===== src/rtl/password_lock.sv =====
// Keypad lock: compares codes popped from a FWFT FIFO against a stored password,
// tracks consecutive failures and enforces a timed lockout.
module password_lock #(
  parameter int PASSWORD_LEN   = 4,
  parameter int CODE_WIDTH     = 8,
  parameter int MAX_ATTEMPTS   = 3,
  parameter int LOCKOUT_CYCLES = 1024
) (
  input  logic                                   clk,
  input  logic                                   rst_n,
  input  logic                                   empty,
  input  logic [CODE_WIDTH-1:0]                  code,
  output logic                                   rd_en,
  input  logic [PASSWORD_LEN-1:0][CODE_WIDTH-1:0] password,
  output logic [PASSWORD_LEN-1:0]                leds,
  output logic                                   unlocked,
  output logic                                   locked_out,
  output logic                                   alarm,
  output logic [$clog2(MAX_ATTEMPTS+1)-1:0]      fail_cnt
);

  localparam int IDX_W  = (PASSWORD_LEN > 1) ? $clog2(PASSWORD_LEN) : 1;
  localparam int CNT_W  = (LOCKOUT_CYCLES > 1) ? $clog2(LOCKOUT_CYCLES) : 1;
  localparam int FAIL_W = $clog2(MAX_ATTEMPTS + 1);

  typedef enum logic [1:0] {
    ST_ENTRY   = 2'd0,
    ST_OPEN    = 2'd1,
    ST_LOCKOUT = 2'd2
  } state_t;

  state_t                  state_q, state_d;
  logic [IDX_W-1:0]        idx_q, idx_d;
  logic [PASSWORD_LEN-1:0] leds_q, leds_d;
  logic [FAIL_W-1:0]       fail_q, fail_d;
  logic [CNT_W-1:0]        cnt_q, cnt_d;
  logic                    alarm_q, alarm_d;

  logic [IDX_W-1:0]        exp_idx;
  logic [CODE_WIDTH-1:0]   exp_code;
  logic [FAIL_W-1:0]       fail_inc;

  // First character entered is the most significant password slot.
  assign exp_idx  = IDX_W'(PASSWORD_LEN - 1) - idx_q;
  assign exp_code = password[exp_idx];
  assign fail_inc = fail_q + FAIL_W'(1);

  assign rd_en      = ~empty;
  assign leds       = leds_q;
  assign unlocked   = (state_q == ST_OPEN);
  assign locked_out = (state_q == ST_LOCKOUT);
  assign alarm      = alarm_q;
  assign fail_cnt   = fail_q;

  always_comb begin
    state_d = state_q;
    idx_d   = idx_q;
    leds_d  = leds_q;
    fail_d  = fail_q;
    cnt_d   = cnt_q;
    alarm_d = 1'b0;
    case (state_q)
      ST_ENTRY: begin
        if (!empty) begin
          if (code == exp_code) begin
            leds_d[idx_q] = 1'b1;
            if (idx_q == IDX_W'(PASSWORD_LEN - 1)) begin
              state_d = ST_OPEN;
              fail_d  = '0;
              idx_d   = '0;
            end else begin
              idx_d = idx_q + IDX_W'(1);
            end
          end else begin
            idx_d  = '0;
            leds_d = '0;
            fail_d = fail_inc;
            if (fail_inc == FAIL_W'(MAX_ATTEMPTS)) begin
              state_d = ST_LOCKOUT;
              alarm_d = 1'b1;
              cnt_d   = CNT_W'(LOCKOUT_CYCLES - 1);
            end
          end
        end
      end
      ST_OPEN: begin
        // Any key relocks; the key itself is not treated as a first character.
        if (!empty) begin
          state_d = ST_ENTRY;
          idx_d   = '0;
          leds_d  = '0;
        end
      end
      ST_LOCKOUT: begin
        leds_d = '0;
        if (cnt_q == '0) begin
          state_d = ST_ENTRY;
          fail_d  = '0;
        end else begin
          cnt_d = cnt_q - CNT_W'(1);
        end
      end
      default: begin
        state_d = ST_ENTRY;
        idx_d   = '0;
        leds_d  = '0;
      end
    endcase
  end

  always_ff @(posedge clk or negedge rst_n) begin
    if (!rst_n) begin
      state_q <= ST_ENTRY;
      idx_q   <= '0;
      leds_q  <= '0;
      fail_q  <= '0;
      cnt_q   <= '0;
      alarm_q <= 1'b0;
    end else begin
      state_q <= state_d;
      idx_q   <= idx_d;
      leds_q  <= leds_d;
      fail_q  <= fail_d;
      cnt_q   <= cnt_d;
      alarm_q <= alarm_d;
    end
  end

endmodule


===== config.mk =====
export PLATFORM = sky130hd
export DESIGN_NAME = password_lock
export DESIGN_NICKNAME = d
export VERILOG_FILES = /design/src/rtl/password_lock.sv
export SDC_FILE = /design/constraint.sdc
export NUM_CORES = 1
export LEC_CHECK = 0
export CAP_MARGIN = 20
export CORE_ASPECT_RATIO = 1.4
export CORE_UTILIZATION = 48
export DETAILED_ROUTE_END_ITERATION = 10
export MAX_ROUTING_LAYER = met4
export PLACE_DENSITY_LB_ADDON = 0.08
export SLEW_MARGIN = 20
export SYNTH_ARGS = -nofsm -noshare
export SYNTH_HDL_FRONTEND = slang
export SYNTH_SLANG_ARGS = --single-unit

===== constraint.sdc =====
create_clock -name clk -period 6.8 [get_ports clk]
set_input_delay 1.36 -clock clk [delete_from_list [all_inputs] [get_ports clk]]
set_output_delay 1.36 -clock clk [all_outputs]
set_load 0.01 [all_outputs]

==> results.yml, run 1 <==
die:
  std_cell_rows: 23
  die_x_um: 48.5
  num_io_pins: 53
  start_util: 0.504
  die_h_um: 67.1
clock_network:
  clock_sinks: 21
  cts_root_buf: "clkbuf_8"
  cts_setup_buffers: 0
  cts_resized: 0
  clk_path_buf_depth: 2
  cts_buffers: 3
  cts_max_level: 1
  hold_buffers: 0
placed_design:
  place_area_sq_mm: 0.00199
  routabilityCongestion: 0.759
  io_buffers: 52
  hpwlAfterDp_um: 2860
global_route:
  grt_start_max_net_pins: 22
  grt_pass1_wl_um: 5840
  antenna_found_initial: 0
  gr-total-overflow: 0
  grt_use_total: 0.243
  first_global_vias: 1306
synthesis:
  synthTopCellsByArea: "dfrtp_1, mux4_2, ha_1"
  synth.avg_cell_area_sq_um: 10.3
  yosysTopAreaCell: "dfrtp_1"
  syn_nets: 191
  yosys_register_bits: 21
  yosysWarnings: 0
  async_reset_ff_frac: 1.00
  synth_cells: 141
  synth_top_area_share: 0.362
  ys.flop_type: "dfrtp_1"
  syn_area_sq_mm: 0.00145
  synth-edff-count: 0
  ys_seq_area_frac: 0.362
  synth.distinct_cells: 39
outcome:
  error_line: "[ERROR DRT-0255] Maze Route cannot find path of net password[20] in worker of routeBox ( 0 0 ) ( 48475 48300 )."
  status: "aborted with a tool error"
  lastStage: "detailed routing (5_2_route)"
cells in the mapped netlist, types with 3 or more instances:
master,count
a21oi_1,7
a31oi_1,6
and2_1,3
clkbuf_1,3
dfrtp_1,21
ha_1,7
inv_1,8
mux2i_1,4
mux4_2,5
nand2_1,4
nor2_1,8
nor3_1,15
nor4_1,3
o21a_1,6
o21ai_0,3
xnor2_1,5
xor2_1,5
layer usage:
metal / track usage
met3: 0.0342
met4: 0.110
met1: 0.238
met5: -
met2: 0.474
logic make-up after synthesis:
family	count (synthesis)	synth area share
AOI/OAI and AO/OA	35	0.172
xor gates and xnor gates	11	0.0716
adders and majority gates	7	0.0603
buffers and inverters	13	0.0440
DFF	21	0.362
muxes	11	0.131
and+or+nand+nor	43	0.159
through the flow:
step                cells  setup slack (ns)  hold slack [ns]
detailed placement    225              2.68            0.522
global route          229              2.59            0.546
global placement      225              2.70            0.525
CTS                   229              2.66            0.532
floorplan             141              3.65            0.478
==> run 2, diff against run 1 <==
--- a/config.mk
+++ b/config.mk
@@ -6,11 +6,9 @@
 export NUM_CORES = 1
 export LEC_CHECK = 0
 export CAP_MARGIN = 20
-export CORE_ASPECT_RATIO = 1.4
-export CORE_UTILIZATION = 48
+export CORE_UTILIZATION = 36
 export DETAILED_ROUTE_END_ITERATION = 10
-export MAX_ROUTING_LAYER = met4
-export PLACE_DENSITY_LB_ADDON = 0.08
+export PLACE_DENSITY_LB_ADDON = 0.15
 export SLEW_MARGIN = 20
 export SYNTH_ARGS = -nofsm -noshare
 export SYNTH_HDL_FRONTEND = slang
==> run 2 against run 1 <==
The run now ends clean. Global-route usage down 6.8 points. Area after synthesis unchanged. Synthesized cell count unchanged.
==> results.yml, run 2 <==
outcome:
  status: "complete, no violations"
placed_design:
  place_inst: 236
  routabilityCongestion: 0.778
  io_buffers: 52
  hpwlAfterDp_um: 2750
timing:
  max_slew_margin: 0.399
  drv_slew: 0
  fin_skew_ns: 0.00141
  fin_crit_sh: 0.608
  tns_ns: 0
  setup_violations: 0
  worst-slew-pin-transition_ns: 0.898
  period_minus_slack_ns: 4.13
  rsz0062_at_grt: "no"
  hold_ws_ns: 0.517
  hold_viol_final: 0
  fmax_mhz: 242
route:
  drc: 0
  vias: 1272
  drtIter0Drc: 24
  first_pass_iters: 4
  antenna_left: 0
  wl_um: 3510
  via_per_inst: 5.30
  post_drt_wl_per_cell_um: 14.6
run:
  drv_cap: 0
synthesis:
  ys_seq_area_frac: 0.362
  yosysWarnings: 0
  synth_cells: 141
  synth-edff-count: 0
  ys.flop_type: "dfrtp_1"
  synthTopCellsByCount: "dfrtp_1, nor3_1, inv_1, nor2_1"
  yosysMostFrequentCell: "dfrtp_1"
  yosys_register_bits: 21
  synth.avg_cell_area_sq_um: 10.3
  async_reset_ff_frac: 1.00
  syn_nets: 191
  syn_area_sq_mm: 0.00145
  synth_top_area_share: 0.362
  synth.distinct_cells: 39
  synthTopCellsByArea: "dfrtp_1, mux4_2, ha_1"
  yosysTopAreaCell: "dfrtp_1"
die:
  die-area_sq_mm: 0.00429
  std_cell_rows: 22
  die_x_um: 65.5
  die_h_um: 65.5
  core_sq_mm: 0.00377
  num_io_pins: 53
  start_util: 0.385
setup_path:
  cp-end-kind: "output pin"
  r2r_cells: 6
  reg2reg_slack_ns: 3.84
  cp.required_ns: 5.44
  critPathKind: "in2out"
  worstSetupStartpointType: "input pin"
  critical_path_arrival_ns: 2.77
  rr_startpoint: "idx_q[0]"
  r2r-end: "cnt_q[8]"
  path_max_fanout: 11
power_and_ir_drop:
  p_leak_nw: 0.745
  power_density_mw_per_mm2: 210
  ir_worst_vdd_v: 0.000151
clock_network:
  clock_sinks: 21
  clk_path_buf_depth: 2
  cts_max_level: 1
  cts_tree: "built"
  cts_resized: 0
  hold_buffers: 0
  cts_root_buf: "clkbuf_8"
  cts_buffers: 3
  path_clk_slew_ns: 0.08
  cts_setup_buffers: 0
  clock_latency_ns: 0.26
global_route:
  antenna_found_initial: 0
  grt_start_max_net_pins: 22
  grt_use_total: 0.175
  grt_pass1_wl_um: 5800
  first_global_vias: 1258
  gr-total-overflow: 0
layout:
  multi_input_area_sq_um: 868
  fin_cells: 240
  antenna_cells: 0
  fin_nets: 243
  drive_above_1_share: 0.0677
  regArea_sq_um: 526
  finish.utilization: 0.544
  fillCellCount: 336
  final_cell_mix: "clkdlybuf4s50_1, dfrtp_1, nor3_1"
  mostFrequentLayoutCell: "clkdlybuf4s50_1"
  largest_reg_flops: 10
  top_register: "cnt_q"
  area_delta_synth_final_pct: 41.3
hold_path:
  min_from: "cnt_q[0]"
  worstHoldEndpoint: "cnt_q[0]"
  whs_path_depth: 1
  hp-class: "reg2reg"
run 2: worst max path at each step:
stage                     start       end  slack, ns  cells after the start
CTS                       empty     rd_en       2.68                      3
finish                    empty     rd_en       2.67                      3
detailed placement        empty     rd_en       2.69                      3
global placement          empty     rd_en       2.72                      3
floorplan           password[6]  cnt_q[8]       3.65                      7
global route              empty     rd_en       2.60                      3
run 2: layout make-up:
type,count,share of cell area
clock buffer,3,0.0201
timing repair buffer,52,0.254
multi-input combinational,107,0.423
sequential,21,0.256
clock inverter,1,0.00244
tap,48,0.0293
inverter,8,0.0146
run 2: where the power goes:
group,switching (mW),total (mW),internal (mW)
clock,0.0420,0.0829,0.0409
combinational,0.0633,0.156,0.0925
sequential,0.0361,0.192,0.156
total,0.141,0.430,0.289
run 2: worst max-delay path, cell delays in order:
cell and delay [ns]:
clkdlybuf4s50_1 0.53, inv_1 0.28, clkdlybuf4s50_1 0.59
run 2: cells by family (layout without fill, tap and decap cells):
| kind of cell | Yosys count | in the layout | synth area share |
|---|---|---|---|
| multiplexers | 11 | 11 | 0.131 |
| AO/OA/AOI/OAI | 35 | 35 | 0.172 |
| buffers and inverters | 13 | 64 | 0.0440 |
| adder cells (fa/ha/maj) | 7 | 7 | 0.0603 |
| flip-flops | 21 | 21 | 0.362 |
| AND/OR/NAND/NOR | 43 | 43 | 0.159 |
| XOR/XNOR | 11 | 11 | 0.0716 |
run 2: per-layer routing:
metal | global-route usage | routed length [um] | vias up
li1 | - | - | 632
met1 | 0.225 | 1600 | 596
met2 | 0.299 | 1650 | 39
met3 | 0.0278 | 203 | 5
met4 | 0.0571 | 47 | 0
met5 | 0 | 0 | -
run 2: through the flow:
step | worst slack [ns] | area [sq um] | power [mW]
after detailed placement | 2.69 | 2000 | 0.350
after floorplan | 3.65 | 1450 | 0.286
after global placement | 2.72 | 2000 | 0.344
after CTS | 2.68 | 2040 | 0.433
final | 2.67 | 2050 | 0.430
after global routing | 2.60 | 2050 | 0.463
No activity file was read; power rests on OpenSTA's default activity.
